**src/rtl/multicycle_controller_if.sv**
```systemverilog
// Instruction and data memory request/ready handshakes
// between the multicycle controller and the memories.
interface multicycle_controller_if;
  logic imem_req;
  logic imem_ready;
  logic dmem_req;
  logic dmem_we;
  logic dmem_ready;

  modport master (
    output imem_req,
    output dmem_req,
    output dmem_we,
    input  imem_ready,
    input  dmem_ready
  );

  modport slave (
    input  imem_req,
    input  dmem_req,
    input  dmem_we,
    output imem_ready,
    output dmem_ready
  );
endinterface

```
**src/rtl/multicycle_controller.sv**
```systemverilog
// Multi-cycle control FSM: fetch, decode, exec, mem, write-back.
// Optional perf counters: MULTICYCLE_CTRL_PERF_CNT_EN.
module multicycle_controller #(
  parameter int STATE_W = 3
) (
  input  logic               clk,
  input  logic               rst,
  input  logic               ins_ADD,
  input  logic               ins_SUB,
  input  logic               ins_LW,
  input  logic               ins_SW,
  input  logic               ins_ADDI,
  input  logic               ins_LUI,
  input  logic               ins_JAL,
  input  logic [4:0]         reg_rd,
  multicycle_controller_if.master mem,
  output logic               ir_we,
  output logic               pc_we,
  output logic               pc_sel,
  output logic               reg_we,
  output logic [1:0]         alu_op,
  output logic               alu_b_sel,
  output logic [1:0]         wb_sel,
  output logic               illegal,
  output logic [STATE_W-1:0] state,
  output logic [31:0]        cycle_cnt,
  output logic [31:0]        instret_cnt
);

  typedef enum logic [STATE_W-1:0] {
    S_IDLE   = STATE_W'(0),
    S_FETCH  = STATE_W'(1),
    S_DECODE = STATE_W'(2),
    S_EXEC   = STATE_W'(3),
    S_MEM    = STATE_W'(4),
    S_WB     = STATE_W'(5),
    S_HALT   = STATE_W'(6)
  } state_t;

  typedef enum logic [2:0] {
    C_ADD  = 3'd0,
    C_SUB  = 3'd1,
    C_LW   = 3'd2,
    C_SW   = 3'd3,
    C_ADDI = 3'd4,
    C_LUI  = 3'd5,
    C_JAL  = 3'd6
  } cls_t;

  state_t state_q;
  state_t state_d;
  cls_t   cls_q;
  cls_t   cls_d;

  logic [6:0] stb;
  logic       stb_ok;

  logic imem_req;
  logic dmem_req;
  logic dmem_we;

  logic is_lw;
  logic is_sw;
  logic is_jal;

  assign stb = {ins_JAL, ins_LUI, ins_ADDI,
                ins_SW, ins_LW, ins_SUB, ins_ADD};

  // Exactly one strobe: non-zero and no second bit set.
  assign stb_ok = (stb != 7'd0) &&
                  ((stb & (stb - 7'd1)) == 7'd0);

  always_comb begin
    cls_d = C_ADD;
    if (stb_ok) begin
      unique case (1'b1)
        ins_ADD:  cls_d = C_ADD;
        ins_SUB:  cls_d = C_SUB;
        ins_LW:   cls_d = C_LW;
        ins_SW:   cls_d = C_SW;
        ins_ADDI: cls_d = C_ADDI;
        ins_LUI:  cls_d = C_LUI;
        ins_JAL:  cls_d = C_JAL;
      endcase
    end
  end

  always_ff @(posedge clk or posedge rst) begin
    if (rst) begin
      state_q <= S_IDLE;
      cls_q   <= C_ADD;
    end else begin
      state_q <= state_d;
      if (state_q == S_DECODE) begin
        cls_q <= cls_d;
      end
    end
  end

  assign is_lw  = (cls_q == C_LW);
  assign is_sw  = (cls_q == C_SW);
  assign is_jal = (cls_q == C_JAL);

  always_comb begin
    state_d   = state_q;
    imem_req  = 1'b0;
    dmem_req  = 1'b0;
    dmem_we   = 1'b0;
    ir_we     = 1'b0;
    pc_we     = 1'b0;
    pc_sel    = 1'b0;
    reg_we    = 1'b0;
    alu_op    = 2'b00;
    alu_b_sel = 1'b0;
    wb_sel    = 2'b00;
    illegal   = 1'b0;

    // ALU controls are held from EXEC through MEM and WB.
    if (state_q == S_EXEC ||
        state_q == S_MEM ||
        state_q == S_WB) begin
      alu_b_sel = is_lw | is_sw |
                  (cls_q == C_ADDI) |
                  (cls_q == C_LUI);
      if (cls_q == C_LUI) begin
        alu_op = 2'b10;
      end else if (cls_q == C_SUB) begin
        alu_op = 2'b01;
      end
    end

    unique case (state_q)
      S_IDLE: begin
        state_d = S_FETCH;
      end
      S_FETCH: begin
        imem_req = 1'b1;
        if (mem.imem_ready) begin
          ir_we   = 1'b1;
          state_d = S_DECODE;
        end
      end
      S_DECODE: begin
        state_d = stb_ok ? S_EXEC : S_HALT;
      end
      S_EXEC: begin
        state_d = (is_lw | is_sw) ? S_MEM : S_WB;
      end
      S_MEM: begin
        dmem_req = 1'b1;
        dmem_we  = is_sw;
        if (mem.dmem_ready) begin
          if (is_sw) begin
            pc_we   = 1'b1;
            state_d = S_FETCH;
          end else begin
            state_d = S_WB;
          end
        end
      end
      S_WB: begin
        pc_we   = 1'b1;
        pc_sel  = is_jal;
        reg_we  = (reg_rd != 5'd0);
        state_d = S_FETCH;
        if (is_lw) begin
          wb_sel = 2'b01;
        end else if (is_jal) begin
          wb_sel = 2'b10;
        end
      end
      S_HALT: begin
        illegal = 1'b1;
      end
      default: begin
        state_d = S_IDLE;
      end
    endcase
  end

  assign mem.imem_req = imem_req;
  assign mem.dmem_req = dmem_req;
  assign mem.dmem_we  = dmem_we;
  assign state        = state_q;

`ifdef MULTICYCLE_CTRL_PERF_CNT_EN
  logic [31:0] cyc_q;
  logic [31:0] ret_q;

  always_ff @(posedge clk or posedge rst) begin
    if (rst) begin
      cyc_q <= 32'd0;
      ret_q <= 32'd0;
    end else begin
      if (state_q != S_IDLE &&
          state_q != S_HALT) begin
        cyc_q <= cyc_q + 32'd1;
      end
      if (pc_we) begin
        ret_q <= ret_q + 32'd1;
      end
    end
  end

  assign cycle_cnt   = cyc_q;
  assign instret_cnt = ret_q;
`else
  assign cycle_cnt   = 32'd0;
  assign instret_cnt = 32'd0;
`endif

endmodule

```
**src/flat_wrapper.sv**
```systemverilog
// flat-port wrapper written by rule: the top's interface ports become plain ports
module multicycle_controller_flat 
#(
  parameter int STATE_W = 3
)
  (clk, rst, ins_ADD, ins_SUB, ins_LW, ins_SW, ins_ADDI, ins_LUI, ins_JAL, reg_rd, ir_we, pc_we, pc_sel, reg_we, alu_op, alu_b_sel, wb_sel, illegal, state, cycle_cnt, instret_cnt, mem_imem_req, mem_dmem_req, mem_dmem_we, mem_imem_ready, mem_dmem_ready);
  multicycle_controller_if mem_i ();
  input  logic clk;
  input  logic rst;
  input  logic ins_ADD;
  input  logic ins_SUB;
  input  logic ins_LW;
  input  logic ins_SW;
  input  logic ins_ADDI;
  input  logic ins_LUI;
  input  logic ins_JAL;
  input  logic [4:0] reg_rd;
  output logic ir_we;
  output logic pc_we;
  output logic pc_sel;
  output logic reg_we;
  output logic [1:0] alu_op;
  output logic alu_b_sel;
  output logic [1:0] wb_sel;
  output logic illegal;
  output logic [STATE_W-1:0] state;
  output logic [31:0] cycle_cnt;
  output logic [31:0] instret_cnt;
  output wire logic [$bits(mem_i.imem_req)-1:0] mem_imem_req;
  output wire logic [$bits(mem_i.dmem_req)-1:0] mem_dmem_req;
  output wire logic [$bits(mem_i.dmem_we)-1:0] mem_dmem_we;
  input wire logic [$bits(mem_i.imem_ready)-1:0] mem_imem_ready;
  input wire logic [$bits(mem_i.dmem_ready)-1:0] mem_dmem_ready;
  assign mem_imem_req = mem_i.imem_req;
  assign mem_dmem_req = mem_i.dmem_req;
  assign mem_dmem_we = mem_i.dmem_we;
  assign mem_i.imem_ready = mem_imem_ready;
  assign mem_i.dmem_ready = mem_dmem_ready;
  multicycle_controller #(.STATE_W(STATE_W)) u_core (.clk(clk), .rst(rst), .ins_ADD(ins_ADD), .ins_SUB(ins_SUB), .ins_LW(ins_LW), .ins_SW(ins_SW), .ins_ADDI(ins_ADDI), .ins_LUI(ins_LUI), .ins_JAL(ins_JAL), .reg_rd(reg_rd), .mem(mem_i), .ir_we(ir_we), .pc_we(pc_we), .pc_sel(pc_sel), .reg_we(reg_we), .alu_op(alu_op), .alu_b_sel(alu_b_sel), .wb_sel(wb_sel), .illegal(illegal), .state(state), .cycle_cnt(cycle_cnt), .instret_cnt(instret_cnt));
endmodule
```
**config.mk**
```make
export PLATFORM = sky130hd
export DESIGN_NAME = multicycle_controller_flat
export DESIGN_NICKNAME = d
export VERILOG_FILES = /design/src/rtl/multicycle_controller_if.sv /design/src/rtl/multicycle_controller.sv /design/src/flat_wrapper.sv
export SDC_FILE = /design/constraint.sdc
export NUM_CORES = 1
export LEC_CHECK = 0
export ABC_AREA = 1
export CORE_MARGIN = 1.5
export CORE_UTILIZATION = 28
export DETAILED_ROUTE_END_ITERATION = 10
export MAX_ROUTING_LAYER = met4
export PLACE_DENSITY_LB_ADDON = 0.08
export SYNTH_ARGS = -nofsm -noshare
export SYNTH_HDL_FRONTEND = slang
export SYNTH_SLANG_ARGS = --single-unit
export TNS_END_PERCENT = 30
```
**constraint.sdc**
```tcl
create_clock -name clk -period 1.3 [get_ports clk]
set_clock_uncertainty 0.1 [all_clocks]
set_input_delay 0.26 -clock clk [delete_from_list [all_inputs] [get_ports clk]]
set_output_delay 0.26 -clock clk [all_outputs]
set_load 0.005 [all_outputs]
```
==> results of run 1 <==
## cell usage in the layout, fill, tap and decap left out, drive strengths merged
cell type and instances:
a21oi 2, conb 64, clkdlybuf4s50 14, inv 21
o21ai 4, clkdlybuf4s15 1, nand4 5, dfrtp 6
a21o 1, dlymetal6s2s 1, nand3 5, clkbuf 7
nor2 16, nor3 5, nand2 24, a31oi 1
o22ai 2, buf 52
## registers in the layout, indices dropped and copies added, names as in the netlist
signal        count
u_core.state      3
u_core.cls_q      3
## worst register-to-register path: cells and delay by family (launching register included)
| kind | cells | cell delay [ns] |
|---|---|---|
| compound gates | 1 | 0.14 |
| buf+inv | 6 | 0.53 |
| flops | 1 | 0.42 |
| simple gates | 4 | 0.25 |
## worst paths after layout
path,to,startpoint,slack (ns)
max in group asynchronous,u_core.state[1],rst,0.73
hold reg to reg,u_core.cls_q[2],u_core.cls_q[2],0.58
hold / removal,u_core.state[2],rst,0.15
setup / recovery,wb_sel[1],u_core.state[1],-0.37
setup reg to reg,u_core.state[0],u_core.state[1],-0.26
min in group clk,u_core.cls_q[0],ins_SUB,0.38
## layout make-up
class	count	area [µm²]	share of cell area, %
Clock buffer	4	45.0	2.71
Inverter	21	88.8	5.35
Multi-Input combinational cell	129	702	42.3
Sequential cell	6	154	9.28
Tap cell	48	60.1	3.62
Timing Repair Buffer	71	609	36.7
## per-layer routing
metal / track usage, % / wire length (µm)
met1: 12.1 / 835
met2: 15.9 / 1040
met3: 1.06 / 204
met4: 7.98 / 65
met5: - / 0
## power groups by stage
stage	Clock (µW)	Sequential [µW]	Combinational [µW]
2_1_floorplan	0	370	639
3_3_place_gp	0	348	1120
3_5_place_dp	0	347	1130
4_1_cts	315	351	1570
5_1_grt	317	357	1970
6_report	305	346	1810
## logic make-up after synthesis
family,after synthesis,synth area share [%]
and+or+nand+nor,55,25.7
AOI/OAI and AO/OA,10,5.38
other,1,0.359
DFF,6,14.4
buffers and inverters,86,54.2
## metrics by stage
stage	hold WS, ns	cell area [µm²]	total power, µW	std cells	TNS, ns
3_3_place_gp	0.395	1380	1470	260	-7.58
6_report	0.154	1660	2460	279	-5.16
3_5_place_dp	0.408	1380	1470	260	-7.73
5_1_grt	0.196	1660	2640	279	-6.37
2_1_floorplan	-0.0492	1310	1010	221	-0.168
4_1_cts	0.162	1570	2240	273	-4.77
## timing repair
item	in CTS	in global routing
gates resized for setup	87	14
pin swaps	16	5
setup endpoints to repair	22	22
setup buffers	11	6
cloned	0	0
==> results.toml, run 1 <==
[routing]
ant_nets = 0
drt_iter0_drc = 16
via_per_inst = 3.57
drc = 0
drt-pass1-iter-count = 4
wire_per_inst_um = 7.69
finalWirelength_mm = 2.15
vias = 996

[logic_synthesis]
synth-edff-count = 0
synthFlopType = "dfrtp_1"
yosysTopAreaCell = "buf_4"
syn-instance-count = 158
yosysUniqueCellTypes = 19
yosys-top-cells-area = "buf_4 47%, dfrtp_1 14%, nand2_1 8.6%"
synth_top_area_share_pct = 46.7
synth-async-reset-ratio_pct = 100
synth_common_cells = "65 x buf_4, 24 x nand2_1, 19 x inv_1"
synth_area_per_cell_um2 = 6.62
synth_seq_cells = 6
yosysMostFrequentCell = "buf_4"
synth_area_um2 = 1050
yosysWarnings = 0
ys_seq_area_share_pct = 14.4

[sta]
rsz0062_at_grt = "true"
setup_viol = 21
finalCritPeriodShare_pct = 128
fmax_mhz = 600
layout_setup_ws_ns = -0.367
finalMaxSlewViolations = 0
hold_viol = 0
layout_min_cycle_time_ns = 1.67

[cells_and_area]
drive_gt1_share_pct = 38.5
fin_util_pct = 45.7
n_fill_cell = 385
syn_to_final_growth_pct = 58.6
nets = 248
num_antenna_cells = 0

[worst_setup_path]
cp.depth = 6
worstSetupStartpointType = "flip-flop"
worst-setup-path-type = "reg2out"
ff2ff_path_depth = 11
required_ns = 0.94
arrival_ns = 1.31
crit_slowest_cell = "dfrtp_2"
max_stage_delay_ns = 0.42
crit_path_cell_trace = "buf_6 > inv_4 > nand3_4 > buf_6 > nor3_4 > buf_2"
crit_family = "buffers and inverters"
crit_top_cell = "buf_6"
cp_num_buf_inv = 4
cp_max_fo = 5
worstSetupEndpointType = "output pin"

[pwr]
p_comb_share_pct = 73.6
p_switching_uw = 1000
intPower_uw = 1460
pwr-share-seq_pct = 14.0
cellPowerDensity_nw_per_um2 = 1490
clockPowerShare_pct = 12.4
leakagePower_uw = 0.000945
swShare_pct = 40.7
irDropWorstVdd_uv = 416

[worst_hold_path]
min-delay-path-class = "in2async"

[clock_tree]
cts_hold_buf = 0
cts_buffers = 3
clockRootBuffer = "clkbuf_8"
clock_sinks = 6
clkTransAtPathRegs_ns = 0.04
clkLatencyLatePin_ns = 0.23
cts_buffer_depth = 2
cts_tree = "yes"
htree_levels = 1

[global_route]
first_global_vias = 766
grt_overflow = 0
grt_pass1_wl_mm = 3.22
grtUsageTotal_pct = 10.2
antenna_found_initial = 0
grt_start_max_net_pins = 7

[job]
maxCapViolations = 0

[die]
initial_core_util_pct = 28.8
num_rows = 22
die-area_um2 = 4110
die_h_um = 64.1
core_um2 = 3630
boundaryPins = 96
die_w_um = 64.1

[placement]
port_buffers = 31
gp_congestion = 0.774
pre_cts_slack_ns = -0.515
dp_hpwl_mm = 1.67

[outcome]
status = "finished with violations"
violations = "negative setup slack"
Power figures use the tool's default switching activity.
==> inputs of run 2 (changes only) <==
SLEW_MARGIN = 20   (was not set)
==> results of run 2 <==
The final DEF is identical to that of run 1; final timing and power are the same.
